<file path="config.mk">
export PLATFORM = sky130hd
export DESIGN_NAME = rtc_alarm_sched_flat
export DESIGN_NICKNAME = d
export VERILOG_FILES = /design/src/rtl/rtc_alarm_sched_if.sv /design/src/rtl/rtc_alarm_sched.sv /design/src/flat_wrapper.sv
export SDC_FILE = /design/constraint.sdc
export NUM_CORES = 1
export LEC_CHECK = 0
export CORE_MARGIN = 2
export CORE_UTILIZATION = 50
export DETAILED_ROUTE_END_ITERATION = 10
export GPL_TIMING_DRIVEN = 0
export PLACE_DENSITY = 0.69
export SYNTH_ARGS = -nofsm -noshare
export SYNTH_HDL_FRONTEND = slang
export SYNTH_SLANG_ARGS = --single-unit
</file>
<file path="constraint.sdc">
create_clock -name clk_i -period 23.4 [get_ports clk_i]
set_input_delay 2.34 -clock clk_i [delete_from_list [all_inputs] [get_ports clk_i]]
set_output_delay 2.34 -clock clk_i [all_outputs]
set_load 0.05 [all_outputs]
</file>
<file path="src/rtl/rtc_alarm_sched_if.sv">
`default_nettype none
// +----------------------------------------------------------------------+
// | Module      : rtc_alarm_sched_if                                     |
// | Description : Register-file side bundle of the RTC alarm scheduler:  |
// |               current time, slot configuration, acknowledge and      |
// |               status/interrupt outputs.                              |
// | Revision    : 1.0  initial release                                   |
// +----------------------------------------------------------------------+
interface rtc_alarm_sched_if #(
  parameter int N_ALARMS = 4
);
  localparam int IDX_W = $clog2(N_ALARMS);

  logic [42:0]         cur_time_i;
  logic                cfg_we_i;
  logic [IDX_W-1:0]    cfg_idx_i;
  logic [42:0]         cfg_time_i;
  logic [7:0]          cfg_mask_i;
  logic                cfg_oneshot_i;
  logic                cfg_arm_i;
  logic                ack_i;
  logic [IDX_W-1:0]    ack_idx_i;
  logic [N_ALARMS-1:0] pending_o;
  logic [N_ALARMS-1:0] armed_o;
  logic [IDX_W-1:0]    hit_idx_o;
  logic                busy_o;
  logic                ir_o;

  // Register file / time counter side
  modport master (
    output cur_time_i, cfg_we_i, cfg_idx_i, cfg_time_i, cfg_mask_i,
           cfg_oneshot_i, cfg_arm_i, ack_i, ack_idx_i,
    input  pending_o, armed_o, hit_idx_o, busy_o, ir_o
  );

  // Scheduler side
  modport slave (
    input  cur_time_i, cfg_we_i, cfg_idx_i, cfg_time_i, cfg_mask_i,
           cfg_oneshot_i, cfg_arm_i, ack_i, ack_idx_i,
    output pending_o, armed_o, hit_idx_o, busy_o, ir_o
  );
endinterface
`default_nettype wire

</file>
<file path="src/rtl/rtc_alarm_sched.sv">
`default_nettype none
// +----------------------------------------------------------------------+
// | Module      : rtc_alarm_sched                                        |
// | Description : Multi-slot alarm scheduler. Each change of the current |
// |               calendar time starts a scan that compares one slot per |
// |               cycle against a snapshot and latches pending flags;    |
// |               a level interrupt is held until software acknowledges. |
// | Revision    : 1.0  initial release                                   |
// +----------------------------------------------------------------------+
module rtc_alarm_sched #(
  parameter int N_ALARMS = 4
) (
  input wire               clk_i,
  input wire               rst_i,
  rtc_alarm_sched_if.slave bus
);
  localparam int               IDX_W      = $clog2(N_ALARMS);
  localparam int               C_TW       = 43;
  localparam logic [IDX_W-1:0] C_LAST_IDX = IDX_W'(N_ALARMS - 1);

  typedef enum logic [0:0] {
    S_IDLE = 1'b0,
    S_SCAN = 1'b1
  } state_t;

  state_t              r_state;
  logic                r_busy;
  logic [IDX_W-1:0]    r_scan_idx;
  logic [C_TW-1:0]     r_snapshot;
  logic [C_TW-1:0]     r_snap_next;
  logic                r_rescan;
  logic [C_TW-1:0]     r_prev_time;
  logic                r_valid;
  logic [C_TW-1:0]     r_slot_time [N_ALARMS];
  logic [7:0]          r_slot_mask [N_ALARMS];
  logic [N_ALARMS-1:0] r_oneshot;
  logic [N_ALARMS-1:0] r_armed;
  logic [N_ALARMS-1:0] r_pending;
  logic [IDX_W-1:0]    r_hit_idx;
  logic                r_ir;

  logic                w_tick;
  logic                w_last;
  logic [N_ALARMS-1:0] w_match;
  logic [N_ALARMS-1:0] w_wr_sel;
  logic [N_ALARMS-1:0] w_ack_sel;
  logic [IDX_W-1:0]    w_hit;

  // Field-wise compare; a set mask bit makes that field always equal.
  // Field order (LSB first): sec, min, hour, mode, dow, dom, month, year.
  function automatic logic f_match(input logic [C_TW-1:0] a,
                                   input logic [C_TW-1:0] b,
                                   input logic [7:0]      m);
    logic [7:0] eq;
    eq[0] = (a[5:0]   == b[5:0]);
    eq[1] = (a[11:6]  == b[11:6]);
    eq[2] = (a[16:12] == b[16:12]);
    eq[3] = (a[18:17] == b[18:17]);
    eq[4] = (a[21:19] == b[21:19]);
    eq[5] = (a[26:22] == b[26:22]);
    eq[6] = (a[30:27] == b[30:27]);
    eq[7] = (a[42:31] == b[42:31]);
    return &(eq | m);
  endfunction

  assign w_tick = r_valid && (bus.cur_time_i != r_prev_time);
  assign w_last = (r_scan_idx == C_LAST_IDX);

  // Per-slot select decodes; out-of-range indices never select a slot.
  generate
    for (genvar i = 0; i < N_ALARMS; i++) begin : g_slot
      assign w_wr_sel[i]  = bus.cfg_we_i && (bus.cfg_idx_i == IDX_W'(i));
      assign w_ack_sel[i] = bus.ack_i && (bus.ack_idx_i == IDX_W'(i));
      assign w_match[i]   = r_busy && (r_scan_idx == IDX_W'(i)) && r_armed[i] &&
                            f_match(r_slot_time[i], r_snapshot, r_slot_mask[i]);
    end
  endgenerate

  // Lowest-index pending slot, zero when nothing is pending.
  always_comb begin
    w_hit = '0;
    for (int i = N_ALARMS - 1; i >= 0; i--) begin
      if (r_pending[i]) w_hit = IDX_W'(i);
    end
  end

  // Previous-time tracker; first cycle after reset only primes it.
  always_ff @(posedge clk_i or posedge rst_i) begin
    if (rst_i) begin
      r_prev_time <= '0;
      r_valid     <= 1'b0;
    end else begin
      r_prev_time <= bus.cur_time_i;
      r_valid     <= 1'b1;
    end
  end

  // Scan sequencer: one slot per cycle, newest tick during a scan queues a rescan.
  always_ff @(posedge clk_i or posedge rst_i) begin
    if (rst_i) begin
      r_state     <= S_IDLE;
      r_busy      <= 1'b0;
      r_scan_idx  <= '0;
      r_snapshot  <= '0;
      r_snap_next <= '0;
      r_rescan    <= 1'b0;
    end else begin
      case (r_state)
        S_IDLE: begin
          if (w_tick) begin
            r_state    <= S_SCAN;
            r_busy     <= 1'b1;
            r_snapshot <= bus.cur_time_i;
            r_scan_idx <= '0;
            r_rescan   <= 1'b0;
          end
        end
        S_SCAN: begin
          if (w_last) begin
            r_scan_idx <= '0;
            r_rescan   <= 1'b0;
            if (w_tick) begin
              // A tick on the final compare is newer than any queued one.
              r_snapshot <= bus.cur_time_i;
            end else if (r_rescan) begin
              r_snapshot <= r_snap_next;
            end else begin
              r_state <= S_IDLE;
              r_busy  <= 1'b0;
            end
          end else begin
            r_scan_idx <= r_scan_idx + 1'b1;
            if (w_tick) begin
              r_rescan    <= 1'b1;
              r_snap_next <= bus.cur_time_i;
            end
          end
        end
        default: begin
          r_state <= S_IDLE;
          r_busy  <= 1'b0;
        end
      endcase
    end
  end

  // Slot storage: write beats match, match beats acknowledge.
  always_ff @(posedge clk_i or posedge rst_i) begin
    if (rst_i) begin
      for (int i = 0; i < N_ALARMS; i++) begin
        r_slot_time[i] <= '0;
        r_slot_mask[i] <= '0;
      end
      r_oneshot <= '0;
      r_armed   <= '0;
      r_pending <= '0;
    end else begin
      for (int i = 0; i < N_ALARMS; i++) begin
        if (w_wr_sel[i]) begin
          r_slot_time[i] <= bus.cfg_time_i;
          r_slot_mask[i] <= bus.cfg_mask_i;
          r_oneshot[i]   <= bus.cfg_oneshot_i;
          r_armed[i]     <= bus.cfg_arm_i;
          r_pending[i]   <= 1'b0;
        end else if (w_match[i]) begin
          r_pending[i] <= 1'b1;
          if (r_oneshot[i]) r_armed[i] <= 1'b0;
        end else if (w_ack_sel[i]) begin
          r_pending[i] <= 1'b0;
        end
      end
    end
  end

  // Interrupt and hit index follow the pending flags by one edge.
  always_ff @(posedge clk_i or posedge rst_i) begin
    if (rst_i) begin
      r_ir      <= 1'b0;
      r_hit_idx <= '0;
    end else begin
      r_ir      <= |r_pending;
      r_hit_idx <= w_hit;
    end
  end

  assign bus.pending_o = r_pending;
  assign bus.armed_o   = r_armed;
  assign bus.hit_idx_o = r_hit_idx;
  assign bus.busy_o    = r_busy;
  assign bus.ir_o      = r_ir;
endmodule
`default_nettype wire

</file>
<file path="src/flat_wrapper.sv">
// flat-port wrapper written by rule: the top's interface ports become plain ports
module rtc_alarm_sched_flat 
#(
  parameter int N_ALARMS = 4
)
  (clk_i, rst_i, bus_cur_time_i, bus_cfg_we_i, bus_cfg_idx_i, bus_cfg_time_i, bus_cfg_mask_i, bus_cfg_oneshot_i, bus_cfg_arm_i, bus_ack_i, bus_ack_idx_i, bus_pending_o, bus_armed_o, bus_hit_idx_o, bus_busy_o, bus_ir_o);
  rtc_alarm_sched_if #(.N_ALARMS(N_ALARMS)) bus_i ();
  input wire clk_i;
  input wire rst_i;
  input wire logic [$bits(bus_i.cur_time_i)-1:0] bus_cur_time_i;
  input wire logic [$bits(bus_i.cfg_we_i)-1:0] bus_cfg_we_i;
  input wire logic [$bits(bus_i.cfg_idx_i)-1:0] bus_cfg_idx_i;
  input wire logic [$bits(bus_i.cfg_time_i)-1:0] bus_cfg_time_i;
  input wire logic [$bits(bus_i.cfg_mask_i)-1:0] bus_cfg_mask_i;
  input wire logic [$bits(bus_i.cfg_oneshot_i)-1:0] bus_cfg_oneshot_i;
  input wire logic [$bits(bus_i.cfg_arm_i)-1:0] bus_cfg_arm_i;
  input wire logic [$bits(bus_i.ack_i)-1:0] bus_ack_i;
  input wire logic [$bits(bus_i.ack_idx_i)-1:0] bus_ack_idx_i;
  output wire logic [$bits(bus_i.pending_o)-1:0] bus_pending_o;
  output wire logic [$bits(bus_i.armed_o)-1:0] bus_armed_o;
  output wire logic [$bits(bus_i.hit_idx_o)-1:0] bus_hit_idx_o;
  output wire logic [$bits(bus_i.busy_o)-1:0] bus_busy_o;
  output wire logic [$bits(bus_i.ir_o)-1:0] bus_ir_o;
  assign bus_i.cur_time_i = bus_cur_time_i;
  assign bus_i.cfg_we_i = bus_cfg_we_i;
  assign bus_i.cfg_idx_i = bus_cfg_idx_i;
  assign bus_i.cfg_time_i = bus_cfg_time_i;
  assign bus_i.cfg_mask_i = bus_cfg_mask_i;
  assign bus_i.cfg_oneshot_i = bus_cfg_oneshot_i;
  assign bus_i.cfg_arm_i = bus_cfg_arm_i;
  assign bus_i.ack_i = bus_ack_i;
  assign bus_i.ack_idx_i = bus_ack_idx_i;
  assign bus_pending_o = bus_i.pending_o;
  assign bus_armed_o = bus_i.armed_o;
  assign bus_hit_idx_o = bus_i.hit_idx_o;
  assign bus_busy_o = bus_i.busy_o;
  assign bus_ir_o = bus_i.ir_o;
  rtc_alarm_sched #(.N_ALARMS(N_ALARMS)) u_core (.clk_i(clk_i), .rst_i(rst_i), .bus(bus_i));
endmodule
</file>
==> impl_metrics.tcl, run 1 <==
set metrics [dict create \
    worstPathCellList "clkdlybuf4s50_1 > xor2_1 > nor4_1 > nand4_1 > o31ai_4 > a21o_1 > buf_2 > buf_2 > a221o_1" \
    stdcell_area_um2 18600 \
    grtUsageTotal_pct 23.8 \
    synth.yosys.seq_area_share_pct 56.7 \
    coreArea_um2 30700 \
    top_usage_layer "met2" \
    synthDistinctLibCells 38 \
    routed_wl_um 38400 \
    synthCells 1151 \
    drt_iter0_drc 554 \
    cp_slowest_cell "nor4_1" \
    hp-start "u_core.r_oneshot[2]$_DFFE_PP0P_" \
    drc 0 \
    num_antenna_cells 0 \
    hold_buffers 0 \
    tightest_slew_ps 1230 \
    place_congestion 0.817 \
    outcome "finished clean" \
    powerDensity_nw_per_um2 111 \
    cts_tree "yes" \
    post-route-min-period_ps 4940 \
    numPlacedInstances 1664 \
    totalNegativeSetupSlack_ps 0 \
    synth_area_leaders "dfrtp_1 57%, mux2_2 18%, xor2_1 6.4%" \
    dp_worst_setup_slack_ps 17910 \
    critPathArrivalTime_ps 5390 \
    numCtsBuffers 38 \
    initial_core_util_pct 51.0 \
    path_class "in -> reg" \
    synth_edf_count 0 \
    cp-end-kind "flip-flop" \
    clkLatencyLatePin_ps 520 \
    grt_max_degree 133 \
    rows 64 \
    antenna_left 0 \
    finalSetupViolations 0 \
    synth_commonest_cells "354 x dfrtp_1, 248 x mux2_2, 115 x xor2_1" \
    cp-startpoint "bus_cur_time_i[7]" \
    synth_flop_cell "dfrtp_1" \
    io_buffers 115 \
    grt_pass1_wl_um 59700 \
    whs_ps 450 \
    finalMaxSlewViolations 0 \
    grt_overflow 0 \
    htree_num_levels 2 \
    die_h_um 181 \
    yosys_warnings 0 \
    antenna_found_initial 0 \
    worst_slack_ps 18460 \
    path_clk_slew_ps 60 \
    detailed_place_hpwl_um 27400 \
    vias_per_cell 5.61 \
    crit_top_cell "buf_2" \
    grt_pass1_vias 10000 \
    grtUsageMet1_pct 34.1 \
    reg2reg_from "u_core.r_snapshot[3]$_DFFE_PP0P_" \
    num_vias 9709 \
    startpoint_type "input pin" \
    syn_area_um2 15600 \
    clock_path_buffers 3 \
    relSlewSlack_pct 16.5 \
    nets 1416 \
    grt_util_met2_pct 36.9 \
    worstHoldPathType "reg -> reg" \
    clock_skew_ps 10.5 \
    die_area_um2 32700 \
    cts_resized 0 \
    fmax_mhz 202 \
    drive_gt1_share_pct 25.1 \
    areaGrowthSynthToFinish_pct 18.9 \
    rsz0062_at_grt "no" \
    timing.final.crit_share_pct 21.1 \
    grt_util_met3_pct 4.88 \
    hold_viol 0 \
    synthArstFlopShare_pct 100 \
    max_cap_violations 0 \
    postCtsSetupRepairBufs 0 \
    crit_fanout 10 \
    cpPeakStageDelay_ps 560 \
    wire_per_inst_um 22.2 \
    cts-root-buf "clkbuf_16" \
    yosysTopAreaCellShare_pct 56.7 \
    place_area_um2 17300 \
    drt-pass1-iter-count 5 \
    syn_area_per_cell_um2 13.6 \
    synth_top_cell_by_area "dfrtp_1" \
    yosys_register_bits 354 \
    layout.cells.non_filler 1732 \
    ioPinCount 116 \
    crit_required_ps 23850 \
    synth_nets 1259 \
    die_width_um 181 \
    leakagePower_nw 7.70 \
    clkSinkCount 354 \
    max-vdd-ir-drop_mv 0.0698 \
    yosysMostFrequentCell "dfrtp_1" \
]
## worst max-delay path: cells and delay by family
kind | cells | cell delay (ps)
buf+inv | 3 | 1110
xor+xnor | 1 | 220
compound gates | 3 | 820
simple gates | 2 | 900
## cell usage in the layout (no fill, tap or decap), types with 7 or more instances in the layout
cell type	count
nor3b_1	44
nand2_1	12
xor2_1	115
buf_1	12
mux2_2	248
nor3_1	13
clkinv_2	8
clkbuf_8	8
nand4_1	11
a21oi_1	7
clkbuf_1	68
clkdlybuf4s50_1	115
xnor2_1	100
nand3_1	7
nor4_1	29
buf_2	13
inv_1	7
clkbuf_16	41
a31oi_1	23
o21ai_0	8
a221o_1	43
dfrtp_1	354
## final cells by class
| cell class | instances | area [um2] |
|---|---|---|
| fill | 2422 | 12100 |
| sequential | 354 | 8860 |
| multi-input combinational | 699 | 6360 |
| timing repair buffer | 117 | 1210 |
| clock buffer | 58 | 1170 |
| tap | 396 | 495 |
| buffer | 90 | 377 |
| clock inverter | 10 | 78.8 |
| inverter | 8 | 37.5 |
## state kept, by name, indices dropped and copies added (netlist names), 2 cells and up
signal,flops
u_core.r_scan_idx,2
u_core.r_oneshot,4
u_core.bus.hit_idx_o,2
u_core.bus.armed_o,4
u_core.r_slot_time,172
u_core.r_slot_mask,32
u_core.r_prev_time,43
u_core.r_snapshot,43
u_core.r_snap_next,43
u_core.bus.pending_o,4
## metal layers
layer / part of all wire (%) / wire length [um]
met1: 46 / 17700
met2: 46 / 17700
met3: 5.2 / 2000
met4: 2.8 / 1070
met5: 0 / 0
## kinds of logic after synthesis
logic type / count (synthesis) / share of synthesized area, %
compound gates: 98 / 5.16
xor+xnor: 215 / 12.0
fa+ha+maj: 4 / 0.320
buf+inv: 98 / 2.60
flops: 354 / 56.7
mux: 249 / 17.9
other cells: 1 / 0.0240
simple gates: 132 / 5.24
## per-stage QoR
stage / utilization [%] / power [mW]
6_report: 60.6 / 2.07
5_1_grt: 60.6 / 2.18
4_1_cts: 60.6 / 2.08
3_5_place_dp: 56.5 / 1.48
3_3_place_gp: 56.3 / 1.46
2_1_floorplan: - / 1.30
## power by group
part           total (mW)  switching (mW)  leakage, nW  internal (mW)
clock               0.596           0.240        0.623          0.356
combinational       0.628           0.325         2.86          0.302
sequential          0.843          0.0803         4.22          0.763
total                2.07           0.646         7.70           1.42
## worst paths after layout
kind / endpoint / slack, ps / cells after the start
max in group asynchronous: u_core.r_snap_next[0]$_DFFE_PP0P_ / 19910 / 3
max: u_core.r_snapshot[42]$_DFFE_PP0P_ / 18460 / 9
min in group asynchronous: u_core.r_slot_time[152]$_DFFE_PP0P_ / 2330 / 2
max reg2reg: u_core.bus.armed_o[2]$_DFFE_PP0P_ / 19630 / 7
min reg2reg: u_core.bus.armed_o[2]$_DFFE_PP0P_ / 450 / 1
min: u_core.bus.armed_o[2]$_DFFE_PP0P_ / 450 / 1
(Power assumes the default switching activity.)
==> run 2, diff against run 1 <==
--- a/config.mk
+++ b/config.mk
@@ -9,7 +9,7 @@
 export CORE_UTILIZATION = 50
 export DETAILED_ROUTE_END_ITERATION = 10
 export GPL_TIMING_DRIVEN = 0
-export PLACE_DENSITY = 0.69
+export PLACE_DENSITY = 0.71
 export SYNTH_ARGS = -nofsm -noshare
 export SYNTH_HDL_FRONTEND = slang
 export SYNTH_SLANG_ARGS = --single-unit
==> constraint.sdc (replaced) <==
create_clock -name clk_i -period 4.5 [get_ports clk_i]
set_input_delay 0.45 -clock clk_i [delete_from_list [all_inputs] [get_ports clk_i]]
set_output_delay 0.45 -clock clk_i [all_outputs]
set_load 0.05 [all_outputs]
==> impl_metrics.tcl, run 2 (same netlist as run 1, synthesis figures left out) <==
set metrics [dict create \
    vias_per_cell 5.63 \
    cp-end-kind "flip-flop" \
    numCtsBuffers 39 \
    cts_resized 0 \
    areaGrowthSynthToFinish_pct 19.4 \
    p_int_mw 7.31 \
    fillers 2416 \
    max_cap_violations 0 \
    grt_pass1_vias 10200 \
    outcome "finished clean" \
    place_congestion 0.823 \
    layout.cells.non_filler 1738 \
    rrSetupSlack_ps 990 \
    clkSinkCount 354 \
    top_register "u_core.r_slot_time" \
    final_cell_mix "354 x dfrtp_1, 248 x mux2_2, 115 x xor2_1, 115 x clkdlybuf4s50_1, 100 x xnor2_1" \
    timing.final.crit_share_pct 78.0 \
    cts-root-buf "clkbuf_16" \
    p_comb_share_pct 30.7 \
    pwr-share-clk_pct 28.2 \
    power.net_switching_mw 3.38 \
    finalMaxSlewViolations 0 \
    leakagePower_nw 7.72 \
    drive_gt1_share_pct 25.3 \
    clock_skew_ps 17.3 \
    rows 64 \
    drt-pass1-iter-count 5 \
    detailed_place_hpwl_um 27800 \
    max-vdd-ir-drop_mv 0.334 \
    num_vias 9790 \
    grt_max_degree 43 \
    htree_num_levels 2 \
    powerDensity_nw_per_um2 573 \
    crit_fanout 5 \
    antenna_found_initial 0 \
    post-route-min-period_ps 3510 \
    initial_core_util_pct 51.0 \
    ioPinCount 116 \
    crit_required_ps 4860 \
    hold_viol 0 \
    startpoint_type "flip-flop" \
    io_buffers 115 \
    grt_pass1_wl_um 60500 \
    routed_wl_um 38400 \
    cp-startpoint "u_core.r_snapshot[2]$_DFFE_PP0P_" \
    fmax_mhz 285 \
    wire_per_inst_um 22.1 \
    worstHoldPathType "in -> async" \
    die_width_um 181 \
    cts_tree "yes" \
    postCtsSetupRepairBufs 0 \
    dp_worst_setup_slack_ps 1010 \
    clock_path_buffers 3 \
    relSlewSlack_pct 15.9 \
    die_area_um2 32700 \
    p_sw_share_pct 31.6 \
    hold_buffers 0 \
    rr_worst_depth 7 \
    seqPwrFrac_pct 41.1 \
    num_antenna_cells 0 \
    drt_iter0_drc 634 \
    numPlacedInstances 1671 \
    die_h_um 181 \
    largest_register_ff_count 172 \
    rsz0062_at_grt "no" \
    coreArea_um2 30700 \
    path_clk_slew_ps 60 \
    reg2reg_to "u_core.bus.armed_o[2]$_DFFE_PP0P_" \
    tightest_slew_ps 1240 \
    cp-endpoint "u_core.bus.armed_o[2]$_DFFE_PP0P_" \
    antenna_left 0 \
    nets 1424 \
    worst_slack_ps 988 \
    grt_overflow 0 \
    finalSetupViolations 0 \
    whs_ps 334 \
    critPathArrivalTime_ps 3870 \
    path_class "reg -> reg" \
    final_common_cell "dfrtp_1" \
    reg2reg_from "u_core.r_snapshot[2]$_DFFE_PP0P_" \
    grtUsageTotal_pct 24.0 \
    clkLatencyLatePin_ps 530 \
    drc 0 \
]
-- run 2: stage by stage --
step	cell area, um2	power (mW)	util, %	TNS, ps
after floorplan	15600	6.76	-	-245100
after global placement	17300	7.61	56.3	-1102900
after detailed placement	17500	7.70	56.9	0
after CTS	18700	10.7	60.8	0
after global routing	18700	11.3	60.8	0
final	18700	10.7	60.8	0
-- run 2: area by class of cell --
class	count	area [um2]	share of cell area, %
Buffer	90	377	2.02
Clock inverter	12	100	0.537
Tap cell	396	495	2.66
Sequential cell	354	8860	47.5
Timing Repair Buffer	124	1330	7.14
Multi-Input combinational cell	699	6360	34.1
Clock buffer	55	1100	5.88
Inverter	8	33.8	0.181
-- run 2: worst min path at each step --
| stage | startpoint | to | slack (ps) | depth (start not counted) |
|---|---|---|---|---|
| CTS | rst_i | u_core.r_slot_time[21]$_DFFE_PP0P_ | 340 | 2 |
| finish | rst_i | u_core.r_slot_time[21]$_DFFE_PP0P_ | 330 | 2 |
| detailed placement | u_core.r_oneshot[2]$_DFFE_PP0P_ | u_core.bus.armed_o[2]$_DFFE_PP0P_ | 440 | 1 |
| global placement | u_core.r_oneshot[2]$_DFFE_PP0P_ | u_core.bus.armed_o[2]$_DFFE_PP0P_ | 440 | 1 |
| floorplan | u_core.r_oneshot[2]$_DFFE_PP0P_ | u_core.bus.armed_o[2]$_DFFE_PP0P_ | 430 | 1 |
| global route | rst_i | u_core.r_slot_time[21]$_DFFE_PP0P_ | 370 | 2 |
-- run 2: per-layer routing --
metal	wire, um	track usage [%]	vias up
li1	-	-	4408
met2	18300	38.3	196
met5	0	0	-
met3	1490	3.06	55
met1	17700	34.9	5131
met4	852	6.42	0
-- run 2: worst max-delay path: stages, from the launching register on --
cell      delay, ps
dfrtp_1         320
clkbuf_1        300
xor2_1          130
nor4_1          420
a31oi_1         200
nor4_1          730
nor4b_1        1060
a31oi_1         180
-- run 2: power groups by stage --
stage                     clock (mW)  sequential [mW]  combinational [mW]
after global placement             0             4.41                3.21
after CTS                       3.07             4.38                3.30
after global routing            3.21             4.48                3.58
after detailed placement           0             4.43                3.27
after floorplan                    0             4.37                2.39
final                           3.02             4.39                3.28
==> run 3, diff against run 2 <==
--- a/config.mk
+++ b/config.mk
@@ -9,7 +9,7 @@
 export CORE_UTILIZATION = 50
 export DETAILED_ROUTE_END_ITERATION = 10
 export GPL_TIMING_DRIVEN = 0
-export PLACE_DENSITY = 0.71
+export PLACE_DENSITY = 0.69
 export SYNTH_ARGS = -nofsm -noshare
 export SYNTH_HDL_FRONTEND = slang
 export SYNTH_SLANG_ARGS = --single-unit
==> constraint.sdc (replaced) <==
create_clock -name clk_i -period 3.3 [get_ports clk_i]
set_input_delay 0.33 -clock clk_i [delete_from_list [all_inputs] [get_ports clk_i]]
set_output_delay 0.33 -clock clk_i [all_outputs]
set_load 0.05 [all_outputs]
==> impl_metrics.tcl, run 3 (same netlist as run 1, synthesis figures left out) <==
set metrics [dict create \
    ioPinCount 116 \
    grtUsageTotal_pct 24.1 \
    reg2reg_to "u_core.bus.armed_o[2]$_DFFE_PP0P_" \
    antenna_left 0 \
    max_cap_violations 0 \
    path_class "reg -> reg" \
    initial_core_util_pct 51.0 \
    grt_overflow 0 \
    outcome "finished clean" \
    wire_per_inst_um 22.3 \
    crit_fanout 5 \
    drive_gt1_share_pct 25.4 \
    totalNegativeSetupSlack_ps 0 \
    clkLatencyLatePin_ps 530 \
    final_common_cell "dfrtp_1" \
    die_h_um 181 \
    clkSinkCount 354 \
    path_clk_slew_ps 60 \
    htree_num_levels 2 \
    cts_tree "yes" \
    worstHoldPathType "in -> async" \
    finalMaxSlewViolations 0 \
    critPathArrivalTime_ps 3500 \
    power_mw 14.6 \
    hold_viol 0 \
    drt_iter0_drc 585 \
    finalSetupViolations 0 \
    cp-end-kind "flip-flop" \
    coreArea_um2 30700 \
    relSlewSlack_pct 22.4 \
    vias_per_cell 5.60 \
    fmax_mhz 320 \
    rsz0062_at_grt "no" \
    clock_skew_ps 21.2 \
    largest_register_ff_count 172 \
    rows 64 \
    powerDensity_nw_per_um2 784 \
    post-route-min-period_ps 3130 \
    crit_required_ps 3670 \
    drt-pass1-iter-count 5 \
    top_register "u_core.r_slot_time" \
    final_cell_mix "354 x dfrtp_1, 248 x mux2_2, 115 x xor2_1, 115 x clkdlybuf4s50_1, 100 x xnor2_1" \
    areaGrowthSynthToFinish_pct 19.5 \
    grt_pass1_vias 10200 \
    rr_worst_depth 7 \
    reg2reg_from "u_core.r_snapshot[3]$_DFFE_PP0P_" \
    leakagePower_nw 7.72 \
    cts-root-buf "clkbuf_16" \
    cp-startpoint "u_core.r_snapshot[3]$_DFFE_PP0P_" \
    num_vias 9684 \
    fillers 2415 \
    antenna_found_initial 0 \
    die_width_um 181 \
    num_antenna_cells 0 \
    rrSetupSlack_ps 170 \
    nets 1423 \
    timing.final.crit_share_pct 94.8 \
    grt_max_degree 43 \
    cts_resized 2 \
    clock_path_buffers 3 \
    grt_pass1_wl_um 60500 \
    postCtsSetupRepairBufs 0 \
    drc 0 \
    tightest_slew_ps 1160 \
    numCtsBuffers 38 \
    cp-endpoint "u_core.bus.armed_o[2]$_DFFE_PP0P_" \
    place_congestion 0.825 \
    max-vdd-ir-drop_mv 0.437 \
    die_area_um2 32700 \
    hold_buffers 0 \
    io_buffers 115 \
    startpoint_type "flip-flop" \
    routed_wl_um 38700 \
    detailed_place_hpwl_um 28000 \
]
run 3: cell types whose count changed in the layout (fill, tap and decap cells not counted):
cell / change
nor4b_1: -1
bufinv_16: +2
clkbuf_1: -5
nor4b_2: +1
clkinv_2: -2
nor4_1: -1
inv_6: -3
nor4_2: +1
run 3: critical path, cell delays in order, from the launching register on:
cell and delay (ps):
dfrtp_1 330, clkbuf_1 310, xor2_1 130, nor4_1 510, a31oi_1 280, nor4_2 600, nor4b_2 660, a31oi_1 170
run 3: worst min-delay path by stage:
stage | from | to
finish | rst_i | u_core.r_prev_time[7]$_DFF_PP0_
global route | bus_cur_time_i[16] | u_core.r_prev_time[16]$_DFF_PP0_
floorplan | bus_cur_time_i[0] | u_core.r_prev_time[0]$_DFF_PP0_
CTS | bus_cur_time_i[16] | u_core.r_prev_time[16]$_DFF_PP0_
global placement | u_core.r_oneshot[2]$_DFFE_PP0P_ | u_core.bus.armed_o[2]$_DFFE_PP0P_
detailed placement | u_core.r_oneshot[2]$_DFFE_PP0P_ | u_core.bus.armed_o[2]$_DFFE_PP0P_
run 3: cell type report:
type                       count  area [um2]  area share [%]
sequential                   354        8860            47.4
buffer                        90         377            2.02
clock buffer                  50        1080            5.77
clock inverter                 9         124           0.663
tap                          396         495            2.65
multi-input combinational    699        6380            34.1
timing repair buffer         124        1330            7.13
inverter                       8        33.8           0.181
run 3: through the flow:
| step | instance area [um2] | utilization [%] | hold slack (ps) | setup slack (ps) | std cells |
|---|---|---|---|---|---|
| global placement | 17300 | 56.3 | 443 | -4260 | 1662 |
| CTS | 18700 | 60.9 | 354 | 196 | 1730 |
| detailed placement | 17500 | 56.9 | 453 | -378 | 1671 |
| floorplan | 15600 | - | 361 | -1770 | 1151 |
| finish | 18700 | 60.9 | 349 | 171 | 1730 |
| global route | 18700 | 60.9 | 361 | 10.2 | 1730 |
run 3: layer usage:
layer / up-vias / wire length [um] / track usage [%]
met5: - / 0 / 0
met4: 0 / 935 / 6.42
met1: 5025 / 17700 / 34.4
met2: 207 / 18100 / 38.1
li1: 4391 / - / -
met3: 61 / 1990 / 4.45
run 3: power by group:
| part | total (mW) | switching [mW] | internal [mW] |
|---|---|---|---|
| registers | 5.99 | 0.576 | 5.41 |
| logic | 4.47 | 2.31 | 2.16 |
| clock network | 4.17 | 1.67 | 2.51 |
